## config.mk

```make
export PLATFORM = sky130hd
export DESIGN_NAME = sd_cmd_tx_flat
export DESIGN_NICKNAME = d
export VERILOG_FILES = /design/src/rtl/sd_cmd_tx_if.sv /design/src/rtl/sd_cmd_tx.sv /design/src/flat_wrapper.sv
export SDC_FILE = /design/constraint.sdc
export NUM_CORES = 1
export LEC_CHECK = 0
export CAP_MARGIN = 10
export CORE_MARGIN = 3
export CORE_UTILIZATION = 25
export DETAILED_ROUTE_END_ITERATION = 12
export GPL_TIMING_DRIVEN = 0
export REMOVE_ABC_BUFFERS = 1
export SYNTH_ARGS = -nofsm -noshare
export SYNTH_HDL_FRONTEND = slang
export SYNTH_SLANG_ARGS = --single-unit
```

## constraint.sdc

```tcl
create_clock -name CLK -period 5 [get_ports CLK]
set_input_delay 1 -clock CLK [delete_from_list [all_inputs] [get_ports CLK]]
set_output_delay 1 -clock CLK [all_outputs]
set_load 0.1 [all_outputs]
```

## src/rtl/sd_cmd_tx_if.sv

```systemverilog
// Command-frame request/status bundle between command-issue logic and sd_cmd_tx.
// master = issuer (drives request and bit-rate enable), slave = serializer.
interface sd_cmd_tx_if;
    logic        CE;
    logic        START;
    logic [5:0]  CMD_INDEX;
    logic [31:0] ARG;
    logic        READY;
    logic        CMD_OUT;
    logic        CMD_OE;
    logic        DONE;
    logic [6:0]  CRC_OUT;

    modport master (
        output CE, START, CMD_INDEX, ARG,
        input  READY, CMD_OUT, CMD_OE, DONE, CRC_OUT
    );

    modport slave (
        input  CE, START, CMD_INDEX, ARG,
        output READY, CMD_OUT, CMD_OE, DONE, CRC_OUT
    );
endinterface

```

## src/rtl/sd_cmd_tx.sv

```systemverilog
// SD CMD-line serializer: 48-bit frame (start, dir, index, arg, CRC7, end), MSB first, one bit per CE.
// Latency: start bit driven the cycle after acceptance; DONE 48 CE-edges after acceptance.
// Backpressure: READY low from acceptance until frame (and, with SD_CMD_TX_GAP_EN, the N_CC gap) ends.
module sd_cmd_tx #(
    parameter int GAP_BITS = 8
) (
    input  logic       CLK,
    input  logic       RST_N,
    sd_cmd_tx_if.slave bus
);

    // Counter covers 40 data bits and, when enabled, the gap length.
    localparam int CNT_W = (GAP_BITS > 63) ? $clog2(GAP_BITS + 1) : 6;
    localparam logic [CNT_W-1:0] DATA_LAST = CNT_W'(39);
    localparam logic [CNT_W-1:0] CRC_LAST  = CNT_W'(6);
`ifdef SD_CMD_TX_GAP_EN
    // The IDLE cycle in which the next START is taken supplies the last idle bit,
    // so GAP itself spans GAP_BITS-1 CE-cycles (GAP_BITS must be at least 2).
    localparam logic [CNT_W-1:0] GAP_LAST  = CNT_W'((GAP_BITS > 2) ? GAP_BITS - 2 : 0);
`endif

    typedef enum logic [2:0] {
        ST_IDLE = 3'd0,
        ST_DATA = 3'd1,
        ST_CRC  = 3'd2,
`ifdef SD_CMD_TX_GAP_EN
        ST_END  = 3'd3,
        ST_GAP  = 3'd4
`else
        ST_END  = 3'd3
`endif
    } state_t;

    state_t           state_q;
    state_t           state_d;
    logic [39:0]      shift_q;
    logic [39:0]      shift_d;
    logic [6:0]       crc_q;
    logic [6:0]       crc_d;
    logic [CNT_W-1:0] cnt_q;
    logic [CNT_W-1:0] cnt_d;

    logic             crc_inv;
    logic [6:0]       crc_step;

    logic             ready_q;
    logic             ready_d;
    logic             cmd_out_q;
    logic             cmd_out_d;
    logic             cmd_oe_q;
    logic             cmd_oe_d;
    logic             done_q;
    logic             done_d;
    logic [6:0]       crc_out_q;
    logic [6:0]       crc_out_d;

    // x^7 + x^3 + 1, serial form fed with the bit currently on the line
    assign crc_inv  = shift_q[39] ^ crc_q[6];
    assign crc_step = {crc_q[5:3], crc_q[2] ^ crc_inv, crc_q[1:0], crc_inv};

    always_ff @(posedge CLK or negedge RST_N) begin
        if (!RST_N) begin
            state_q <= ST_IDLE;
        end else begin
            state_q <= state_d;
        end
    end

    always_comb begin
        state_d = state_q;
        case (state_q)
            ST_IDLE: begin
                if (bus.START) begin
                    state_d = ST_DATA;
                end
            end
            ST_DATA: begin
                if (bus.CE && (cnt_q == DATA_LAST)) begin
                    state_d = ST_CRC;
                end
            end
            ST_CRC: begin
                if (bus.CE && (cnt_q == CRC_LAST)) begin
                    state_d = ST_END;
                end
            end
            ST_END: begin
                if (bus.CE) begin
`ifdef SD_CMD_TX_GAP_EN
                    state_d = ST_GAP;
`else
                    state_d = ST_IDLE;
`endif
                end
            end
`ifdef SD_CMD_TX_GAP_EN
            ST_GAP: begin
                if (bus.CE && (cnt_q == GAP_LAST)) begin
                    state_d = ST_IDLE;
                end
            end
`endif
            default: state_d = ST_IDLE;
        endcase
    end

    always_comb begin
        shift_d = shift_q;
        crc_d   = crc_q;
        cnt_d   = cnt_q;
        case (state_q)
            ST_IDLE: begin
                if (bus.START) begin
                    shift_d = {1'b0, 1'b1, bus.CMD_INDEX, bus.ARG};
                    crc_d   = 7'd0;
                    cnt_d   = '0;
                end
            end
            ST_DATA: begin
                if (bus.CE) begin
                    crc_d   = crc_step;
                    shift_d = {shift_q[38:0], 1'b0};
                    cnt_d   = (cnt_q == DATA_LAST) ? '0 : cnt_q + 1'b1;
                end
            end
            ST_CRC: begin
                if (bus.CE) begin
                    crc_d = {crc_q[5:0], 1'b0};
                    cnt_d = (cnt_q == CRC_LAST) ? '0 : cnt_q + 1'b1;
                end
            end
`ifdef SD_CMD_TX_GAP_EN
            ST_GAP: begin
                if (bus.CE) begin
                    cnt_d = (cnt_q == GAP_LAST) ? '0 : cnt_q + 1'b1;
                end
            end
`endif
            default: begin
                cnt_d = cnt_q;
            end
        endcase
    end

    always_ff @(posedge CLK or negedge RST_N) begin
        if (!RST_N) begin
            shift_q <= '0;
            crc_q   <= '0;
            cnt_q   <= '0;
        end else begin
            shift_q <= shift_d;
            crc_q   <= crc_d;
            cnt_q   <= cnt_d;
        end
    end

    // Output values are computed for the state being entered and then registered,
    // so the pad sees clean flop outputs aligned with the state.
    always_comb begin
        ready_d   = (state_d == ST_IDLE);
        cmd_oe_d  = (state_d == ST_DATA) || (state_d == ST_CRC) || (state_d == ST_END);
        cmd_out_d = 1'b1;
        if (state_d == ST_DATA) begin
            cmd_out_d = shift_d[39];
        end else if (state_d == ST_CRC) begin
            cmd_out_d = crc_d[6];
        end
        done_d    = (state_q == ST_END) && bus.CE;
        crc_out_d = crc_out_q;
        if ((state_q == ST_DATA) && (state_d == ST_CRC)) begin
            crc_out_d = crc_step;
        end
    end

    always_ff @(posedge CLK or negedge RST_N) begin
        if (!RST_N) begin
            ready_q   <= 1'b1;
            cmd_out_q <= 1'b1;
            cmd_oe_q  <= 1'b0;
            done_q    <= 1'b0;
            crc_out_q <= 7'd0;
        end else begin
            ready_q   <= ready_d;
            cmd_out_q <= cmd_out_d;
            cmd_oe_q  <= cmd_oe_d;
            done_q    <= done_d;
            crc_out_q <= crc_out_d;
        end
    end

    assign bus.READY   = ready_q;
    assign bus.CMD_OUT = cmd_out_q;
    assign bus.CMD_OE  = cmd_oe_q;
    assign bus.DONE    = done_q;
    assign bus.CRC_OUT = crc_out_q;

endmodule

```

## src/flat_wrapper.sv

```systemverilog
// flat-port wrapper written by rule: the top's interface ports become plain ports
module sd_cmd_tx_flat 
#(
    parameter int GAP_BITS = 8
)
  (CLK, RST_N, bus_CE, bus_START, bus_CMD_INDEX, bus_ARG, bus_READY, bus_CMD_OUT, bus_CMD_OE, bus_DONE, bus_CRC_OUT);
  sd_cmd_tx_if bus_i ();
  input  logic CLK;
  input  logic RST_N;
  input wire logic [$bits(bus_i.CE)-1:0] bus_CE;
  input wire logic [$bits(bus_i.START)-1:0] bus_START;
  input wire logic [$bits(bus_i.CMD_INDEX)-1:0] bus_CMD_INDEX;
  input wire logic [$bits(bus_i.ARG)-1:0] bus_ARG;
  output wire logic [$bits(bus_i.READY)-1:0] bus_READY;
  output wire logic [$bits(bus_i.CMD_OUT)-1:0] bus_CMD_OUT;
  output wire logic [$bits(bus_i.CMD_OE)-1:0] bus_CMD_OE;
  output wire logic [$bits(bus_i.DONE)-1:0] bus_DONE;
  output wire logic [$bits(bus_i.CRC_OUT)-1:0] bus_CRC_OUT;
  assign bus_i.CE = bus_CE;
  assign bus_i.START = bus_START;
  assign bus_i.CMD_INDEX = bus_CMD_INDEX;
  assign bus_i.ARG = bus_ARG;
  assign bus_READY = bus_i.READY;
  assign bus_CMD_OUT = bus_i.CMD_OUT;
  assign bus_CMD_OE = bus_i.CMD_OE;
  assign bus_DONE = bus_i.DONE;
  assign bus_CRC_OUT = bus_i.CRC_OUT;
  sd_cmd_tx #(.GAP_BITS(GAP_BITS)) u_core (.CLK(CLK), .RST_N(RST_N), .bus(bus_i));
endmodule
```

Yosys cells after proc, flatten, opt, wreduce, memory -nomap -nowiden --
Index checks and enable logic that the tools add are counted.
Word-level totals: bits in registers 67, input bits 42
Cells by class: add/subtract/negate cells 1, eq/ne operators 11, multiplexer cells 20, bitwise gates (word level) 2, reductions and logical operators 12
Operator list (number):
- two-way mux 40 bit | 2
- case mux 40 bit (2 select lines) | 1
- two-way mux 6 bit | 5
- two-way mux 7 bit | 3
- case mux 7 bit (3 select lines) | 1
- case mux 6 bit (3 select lines) | 1
- equality test 3 x 2 -> 1 bit, second input constant | 4
- two-way mux 3 bit | 4
- case mux 3 bit (4 select lines) | 1
- adder 6 x 1 -> 6 bit, second input constant | 1
- equality test 3 x 1 -> 1 bit, second input constant | 2
- equality test 6 x 3 -> 1 bit, second input constant | 1
- equality test 6 bit, second input constant | 1
- logical NOT 3 bit | 2
- != test 2 bit, second input constant | 3
- logical AND 1 bit | 4
- AND reduction 4 bit | 1
- AND reduction 3 bit | 1
- nonzero test 3 bit | 1
- logical OR 1 bit | 2
- two-way mux 1 bit | 2
- nonzero test 2 bit | 1
- XOR 1 bit | 2

Depth between registers and ports, before layout --
Gate-level depths: netlist of run 1.
depth in word-level cells 7, gate-level depth with buffers 8, gate-level depth less buffers 6

Worst setup path after synthesis of run 1 --
OpenSTA, ideal clock, no wires.
path type input-to-reg, start input port bus_START, end register u_core.cnt_q[5], data arrival time 2075 ps, required time 4913 ps, setup slack 2838 ps, stages 4, buffers on the path 0, cells stage by stage nor4b_2 -> a21oi_2 -> or4_1 -> o211ai_1
On the way: longest elaborated chain between the ends 2
Ends and longest elaborated chain:
- start, declared | line flat_wrapper.sv:11 | input wire logic [$bits(bus_i.START)-1:0] bus_START;
- != test 2 bit (no source line)
- AND reduction 4 bit (no source line)
- end signal, assigned | line sd_cmd_tx.sv:153 | cnt_q <= cnt_d;
- end, declared | line sd_cmd_tx.sv:40 | logic [CNT_W-1:0] cnt_q;
Every way passes these cells. A chain may end at the register's enable or synchronous reset.

Worst setup path after layout of run 1 --
start input port bus_CE, end register u_core.cmd_out_q, in the netlist u_core.bus.CMD_OUT
On the way: longest elaborated chain between the ends 6
Ends and longest elaborated chain:
- start, declared | line flat_wrapper.sv:10 | input wire logic [$bits(bus_i.CE)-1:0] bus_CE;
- logical AND 1 bit, on equally long branches | line sd_cmd_tx.sv:83, sd_cmd_tx.sv:78
- two-way mux 3 bit, on equally long branches | line sd_cmd_tx.sv:83, sd_cmd_tx.sv:78
- case mux 3 bit (4 select lines) | line sd_cmd_tx.sv:71 | case (state_q)
- equality test 3 x 2 -> 1 bit | line sd_cmd_tx.sv:165 | end else if (state_d == ST_CRC) begin
- two-way mux 1 bit | line sd_cmd_tx.sv:165
- two-way mux 1 bit (*) | line sd_cmd_tx.sv:163 | if (state_d == ST_DATA) begin
- net u_core.cmd_out_d | line sd_cmd_tx.sv:49 | logic cmd_out_d;
- end signal, assigned | line sd_cmd_tx.sv:184 | cmd_out_q <= cmd_out_d;
- end, declared | line sd_cmd_tx.sv:48 | logic cmd_out_q;
The timed path passes the listed nets; every way through them passes the cells marked *. The select of a mux whose other input is x is not followed.

==> results of run 1 <==
==> through the flow <==
| step | hold WS, ps | utilization | setup TNS, ps | instances |
|---|---|---|---|---|
| finish | 474.4 | 0.3435 | 0 | 499 |
| detailed placement | 462.5 | 0.3203 | 0 | 484 |
| floorplan | 445.8 | - | -41480 | 285 |
| global route | 499.5 | 0.3435 | 0 | 499 |
| CTS | 476.5 | 0.3435 | 0 | 499 |
| global placement | 457.5 | 0.3133 | -265920 | 480 |
==> worst min-delay path, delay by kind of cell (launching register included) <==
kind | cells | cell delay [ps]
AND/OR/NAND/NOR | 2 | 100
flip-flops | 1 | 340
==> flip-flops by register name, summed over array words and instances, names as in the netlist <==
signal,cells
u_core.bus.READY,1
u_core.shift_q,40
u_core.bus.DONE,1
u_core.state_q,3
u_core.bus.CRC_OUT,7
u_core.bus.CMD_OUT,1
u_core.crc_q,7
u_core.bus.CMD_OE,1
u_core.cnt_q,6
==> kinds of logic after synthesis <==
| group | after synthesis | synth area share |
|---|---|---|
| simple gates | 140 | 0.2113 |
| flops | 67 | 0.5539 |
| compound gates | 64 | 0.1581 |
| buf+inv | 22 | 0.03426 |
| mux | 5 | 0.01816 |
| xor+xnor | 3 | 0.01486 |
| fa+ha+maj | 2 | 0.008253 |
| other cells | 1 | 0.001237 |
==> power groups by stage <==
stage                     registers, uW  clock network, uW  logic, uW
final                               688                564        220
after global routing                699                614        248
after CTS                           687                588        224
after detailed placement            695                  0        223
after global placement              692                  0        217
after floorplan                     705                  0        115
==> cell type report <==
type	count	area share
repair buffers	56	0.1430
clock buffers	10	0.05991
multi-input cells	215	0.3209
inverters	3	0.002823
flip-flops and latches	67	0.4210
clock inverters	5	0.007528
well taps	143	0.04486
==> worst paths after layout <==
| kind | start | endpoint | slack, ps |
|---|---|---|---|
| worst max-delay path | bus_CE | u_core.bus.CMD_OUT$_DFF_PN1_ | 1880 |
| worst min-delay path | u_core.shift_q[1]$_DFFE_PN0P_ | u_core.shift_q[1]$_DFFE_PN0P_ | 470 |
| worst max register to register | u_core.state_q[0]$_DFF_PN0_ | u_core.bus.CMD_OUT$_DFF_PN1_ | 2400 |
| worst min register to register | u_core.shift_q[1]$_DFFE_PN0P_ | u_core.shift_q[1]$_DFFE_PN0P_ | 470 |
| max in group asynchronous | RST_N | u_core.shift_q[22]$_DFFE_PN0P_ | 3630 |
| min in group asynchronous | RST_N | u_core.bus.CRC_OUT[6]$_DFFE_PN0P_ | 800 |
==> layer usage <==
| metal | part of all wire | vias to the layer above | GRT usage |
|---|---|---|---|
| met2 | 0.47 | 57 | 0.1692 |
| li1 | - | 1156 | - |
| met1 | 0.48 | 1163 | 0.1484 |
| met4 | 0.0061 | 0 | 0.03944 |
| met5 | 0 | - | 0 |
| met3 | 0.041 | 5 | 0.02798 |
==> cell usage after synthesis (all sizes together), types with 2 or more instances <==
library cell | count | area share
a21o | 3 | 0.0074
a21oi | 4 | 0.0078
a22oi | 37 | 0.092
and2 | 2 | 0.0041
and3 | 2 | 0.0041
buf | 11 | 0.021
clkbuf | 8 | 0.0099
dfrtp | 65 | 0.54
dfstp | 2 | 0.017
ha | 2 | 0.0083
inv | 3 | 0.0037
mux2 | 4 | 0.015
nand2 | 101 | 0.13
nand3 | 10 | 0.018
nand3b | 2 | 0.0050
nor2 | 6 | 0.0074
nor2b | 2 | 0.0041
nor3 | 2 | 0.0033
nor3b | 2 | 0.0050
nor4bb | 2 | 0.0066
o211ai | 4 | 0.0099
o21ai | 6 | 0.0099
or2 | 2 | 0.0041
xor2 | 2 | 0.012
==> summary.txt, run 1 <==
Layout
  – Area of the multi-input gates: 1280 sq um
  – Layout Nets: 396
  – # fillers: 1170
  – Fin area: 3989 sq um
  – Reg area: 1679 sq um
  – Share of cells above drive strength 1: 0.1067
  – Most frequent cells in the layout: nand2_1, dfrtp_1, clkdlybuf4s50_1, a22oi_1
  – Inserted Diodes: 0
  – P&R area growth vs syn: 31.57%
  – Commonest non-fill, non-tap cell in the layout: nand2_1

Worst setup path
  – Slowest stage delay, CP: 780 ps
  – Worst-path fanout max: 13
  – Buf/Inv on CP: 1
  – Slowest stage cell, crit path: nor4bb_4
  – Critical Path RT: 5240 ps
  – Worst EP arrival: 3360 ps
  – R2r worst-path depth: 4
  – CP Launch Type: input port
  – Delay-heaviest family, CP: simple AND/OR/NAND/NOR gates
  – Setup CP Type: in2reg
  – Critical path depth: 5
  – Endpoint type of the worst setup path: register
  – CP Cell Sequence: clkdlybuf4s50_1 > nor4bb_4 > nand3_2 > a221oi_2 > mux2i_1

CTS
  – H-tree lvl count: 3
  – CTS tree: yes
  – Total clock sinks: 67
  – CTS Buffer Depth: 2
  – Post-CTS Hold Buffers: 0
  – CTS buffer count: 9
  – Clk slew on worst S/H paths: 50 ps
  – CTS resizes: 0
  – Worst skew pair latency: 320 ps
  – # Post-CTS Setup Buffers: 0
  – CTS root buffer: clkbuf_16

Worst hold path
  – Min-delay worst type: reg2reg
  – Hold Path Cell Cnt: 2

Pwr
  – P_sw: 401.5 uW
  – Seq pwr share: 0.467
  – PnR Total Power: 1472 uW
  – Int Pwr: 1070 uW
  – Worst VDD drop: 0.0001500 V
  – Clock Power Share: 0.383
  – Sw Ratio: 0.2729
  – Comb pwr share: 0.150
  – Lkg Pwr: 0.001826 uW
  – PwrDens: 368.9 nW/um^2

GRT
  – Vias in the first global route: 2387
  – Antenna violations before repair: 0
  – Total gr overflow: 0
  – Largest net degree at the start of global routing: 68
  – Total GRT Usage: 0.1092
  – First-pass GRT wire length: 11.65 mm

Placed design
  – Area after DPL: 3720 sq um
  – Port bufs: 52
  – DP Worst Slack: 1550 ps
  – DP Wirelength: 4.638 mm
  – GP Congestion: 0.7822

Run
  – Max-cap violations: 0

Timing
  – Unrepaired setup endpoints after global routing: no
  – Clock skew: 4.361 ps
  – Final Setup Violations: 0
  – Hold Fails Final Rpt: 0
  – Period utilisation layout: 0.6239
  – Setup slack after layout: 1880 ps
  – Rel. slew slack: 0.3324
  – Post-layout min period: 3120 ps
  – Worst Tran Pin Value: 998.3 ps
  – Slew Viols, Final: 0
  – Fmax: 320.6 MHz

Floorplan
  – Die W: 116.1 um
  – Ports: 53
  – Die height: 116.1 um
  – Full die area: 13480 sq um
  – Total core area: 11610 sq um
  – Rows: 39
  – Starting Density: 0.2610

Logic synthesis
  – Mapped Cells: 304
  – Ys Warns: 0
  – Sequential share of the synthesized area: 0.5539
  – Yosys reg bits: 67
  – Netlist cell types: 50
  – Top_reg_cell synth: dfrtp_1
  – Synth Area per Inst: 9.973 sq um
  – Post-synth ARST share: 1.000
  – Number of synthesized flops with an enable pin: 0
  – Mapped Area: 3032 sq um

Detailed routing
  – Antenna Violating Nets Remaining: 0
  – Total vias in the final route: 2381
  – Routed length per placed instance: 13.72 um
  – DRT iter0 DRCs: 106
  – Drt pass-1 iters: 4
  – Via density: 4.772
  – WL final: 6.847 mm
  – # DRC: 0

Run status
  – Status: completed
Note: power is estimated with default switching activity, not from simulation.
==> inputs of run 2 (changes only) <==
- clock period: 5 -> 2.9 ns (I/O delays scaled with it)
==> results of run 2 <==
The final DEF is identical to that of run 1. Status: completed.
Main changes from that run: setup slack after placement 1550 ps -> -130.2 ps; setup slack after layout 1880 ps -> 200.5 ps; hold slack 474.4 ps -> 376.1 ps; register-to-register setup slack 2400 ps -> 300 ps; total power 1472 uW -> 2537 uW; worst IR drop on VDD 0.0001500 V -> 0.0002586 V
==> inputs of run 3 (changes only) <==
==> constraint.sdc (replaced) <==
create_clock -name CLK -period 2.9 [get_ports CLK]
set_input_delay 0.725 -clock CLK [delete_from_list [all_inputs] [get_ports CLK]]
set_output_delay 0.725 -clock CLK [all_outputs]
set_load 0.1 [all_outputs]
==> run 3 against run 2 <==
  * Clock power is essentially flat
  * Sequential share of layout area decreased by 0.31 points
  * Routed wire length up 0.19%
  * Non-clock buffer count rose by 4
  * Setup slack gained 13 ps
  * Hold slack better by 99 ps
  * First-iteration DRC count is 2.8% lower
  * Final area up 0.75%
  * Die area stayed put
  * Largest cell class unchanged
  * Largest power group unchanged
==> summary.txt, run 3 (same netlist as run 1, synthesis figures left out) <==
GRT
  – Routing usage on met1: 0.1484 (unchanged)
  – Total gr overflow: 0 (unchanged)
  – Met2 usage: 0.1692 (unchanged)
  – GR peak layer: met2 (unchanged)
  – Largest net degree at the start of global routing: 68 (unchanged)
  – First-pass GRT wire length: 11.65 mm (unchanged)
  – Grt met3 use: 0.02798 (unchanged)
  – Antenna violations before repair: 0 (unchanged)
  – Vias in the first global route: 2387 (unchanged)
  – Total GRT Usage: 0.1092 (unchanged)

Layout
  – Share of cells above drive strength 1: 0.1167 (was 0.1067)
  – Most frequent cells in the layout: nand2_1, dfrtp_1, clkdlybuf4s50_1, a22oi_1 (unchanged)
  – Post-route insts no fill: 503 (was 499)
  – Layout Nets: 400 (was 396)
  – Number of flip-flops in the largest register: 40 (unchanged)
  – P&R area growth vs syn: 32.56% (was 31.57%)
  – # fillers: 1170 (unchanged)
  – Commonest non-fill, non-tap cell in the layout: nand2_1 (unchanged)
  – Post-layout util: 0.3460 (was 0.3435)
  – Top reg by flops: u_core.shift_q (unchanged)
  – Inserted Diodes: 0 (unchanged)

Worst hold path
  – Min-delay worst type: reg2reg (was in2async)
  – HP Start: u_core.shift_q[7]$_DFFE_PN0P_

Worst setup path
  – Delay-heaviest family, CP: buffers and inverters (was simple AND/OR/NAND/NOR gates)
  – Reg2reg start: u_core.state_q[1]$_DFF_PN0_ (was u_core.state_q[0]$_DFF_PN0_)
  – CP Launch Type: register (was input port)
  – Buf/Inv on CP: 1 (unchanged)
  – Worst-path fanout max: 1 (was 13)
  – CP startpoint: u_core.bus.CMD_OUT$_DFF_PN1_ (was bus_CE)
  – Slowest stage cell, crit path: clkdlybuf4s50_1 (was nor4bb_4)
  – CP Cell Sequence: clkdlybuf4s50_1 (was clkdlybuf4s50_1 > nor4bb_4 > nand3_2 > a221oi_2 > mux2i_1)
  – Endpoint type of the worst setup path: output pin (was register)
  – Worst EP arrival: 1960 ps (was 2940 ps)
  – Slowest stage delay, CP: 1120 ps (was 780 ps)
  – Setup CP Type: reg2out (was in2reg)
  – Critical Path RT: 2170 ps (was 3140 ps)

CTS
  – Post-CTS Hold Buffers: 0 (unchanged)
  – CTS root buffer: clkbuf_16 (unchanged)
  – Total clock sinks: 67 (unchanged)
  – CTS tree: yes (unchanged)
  – Worst skew pair latency: 320 ps (about the same)
  – # Post-CTS Setup Buffers: 0 (unchanged)
  – CTS resizes: 0 (unchanged)
  – H-tree lvl count: 3 (unchanged)
  – Clk slew on worst S/H paths: 50 ps (about the same)
  – CTS buffer count: 9 (unchanged)
  – CTS Buffer Depth: 2 (unchanged)

Pwr
  – Lkg Pwr: 0.001847 uW (was 0.001826 uW)
  – Worst VDD drop: 0.0002594 V (was 0.0002586 V)
  – PwrDens: 633.0 nW/um^2 (was 636.1 nW/um^2)

Timing
  – Clock skew: 4.969 ps (was 4.361 ps)
  – Worst Tran Pin Value: 999.0 ps (was 998.3 ps)
  – Setup TNS Final: 0 ps (unchanged)
  – Post-layout min period: 2686 ps (was 2700 ps)
  – Hold Fails Final Rpt: 0 (unchanged)
  – Final Setup Violations: 0 (unchanged)
  – Unrepaired setup endpoints after global routing: no (unchanged)
  – Period utilisation layout: 0.9263 (was 0.9309)
  – Slew Viols, Final: 0 (unchanged)
  – Fmax: 372.3 MHz (was 370.4 MHz)
  – Rel. slew slack: 0.3319 (was 0.3324)

Detailed routing
  – # DRC: 0 (unchanged)
  – Drt pass-1 iters: 4 (unchanged)
  – Via density: 4.751 (was 4.772)
  – Antenna Violating Nets Remaining: 0 (unchanged)
  – DRT iter0 DRCs: 103 (was 106)
  – Total vias in the final route: 2390 (was 2381)
  – Routed length per placed instance: 13.64 um (was 13.72 um)
  – WL final: 6.860 mm (was 6.847 mm)

Floorplan
  – Die height: 116.1 um (unchanged)
  – Ports: 53 (unchanged)
  – Starting Density: 0.2610 (unchanged)
  – Die W: 116.1 um (unchanged)
  – Total core area: 11610 sq um (unchanged)
  – Full die area: 13480 sq um (unchanged)
  – Rows: 39 (unchanged)

Run
  – Max-cap violations: 0 (unchanged)

Placed design
  – DP Wirelength: 4.638 mm (unchanged)
  – GP Congestion: 0.7822 (unchanged)
  – Placed cells: 484 (unchanged)
  – Port bufs: 52 (unchanged)

Run status
  – Status: completed (unchanged)
==> run 3: cell count changes in the layout (fill, tap and decap cells not counted) <==
| cell | previous run | this run |
|---|---|---|
| buf_4 | 1 | 5 |
==> run 3: report_power, final <==
group / internal (uW) / switching [uW] / leakage (uW)
registers: 1090 / 94.5 / 0.000859
logic: 166 / 218 / 0.000858
clock network: 591 / 383 / 0.000130
total: 1850 / 696 / 0.00185
==> run 3: area by class of cell <==
class | count | area (sq um) | area share
flip-flops and latches | 67 | 1679 | 0.4178
multi-input cells | 215 | 1280 | 0.3185
clock inverters | 5 | 30.03 | 0.007472
well taps | 143 | 178.9 | 0.04452
clock buffers | 10 | 239.0 | 0.05946
repair buffers | 60 | 600.6 | 0.1494
inverters | 3 | 11.26 | 0.002802
==> run 3: layer usage <==
| metal | wire, um | vias up |
|---|---|---|
| li1 | - | 1165 |
| met1 | 3264 | 1166 |
| met2 | 3199 | 50 |
| met3 | 307 | 9 |
| met4 | 89 | 0 |
| met5 | 0 | - |
==> run 3: worst register-to-register path: stages (launching register included) <==
cell and delay (ps):
dfrtp_1 570, nor4b_4 410, buf_8 200, a21oi_2 120
or4_1 540, o211ai_1 160
==> run 3: per-stage QoR <==
step	instance area, sq um	power [uW]	worst slack, ps	hold WS [ps]
final	4019	2544	213.8	474.9
after global routing	4019	2697	152.3	499.5
after CTS	3989	2585	58.03	476.5
after detailed placement	3720	1584	-275.2	462.5
after global placement	3638	1567	-7780	457.5
after floorplan	2939	1414	-2980	429.4
==> run 3: final timing paths <==
| check | end | slack (ps) | cells after the start |
|---|---|---|---|
| max | bus_CMD_OUT | 210 | 1 |
| min | u_core.shift_q[7]$_DFFE_PN0P_ | 470 | 2 |
| max reg2reg | u_core.cnt_q[5]$_DFFE_PN0P_ | 810 | 5 |
| min reg2reg | u_core.shift_q[7]$_DFFE_PN0P_ | 470 | 2 |
| max in group asynchronous | u_core.shift_q[22]$_DFFE_PN0P_ | 1810 | 1 |
| min in group asynchronous | u_core.bus.CRC_OUT[6]$_DFFE_PN0P_ | 520 | 1 |
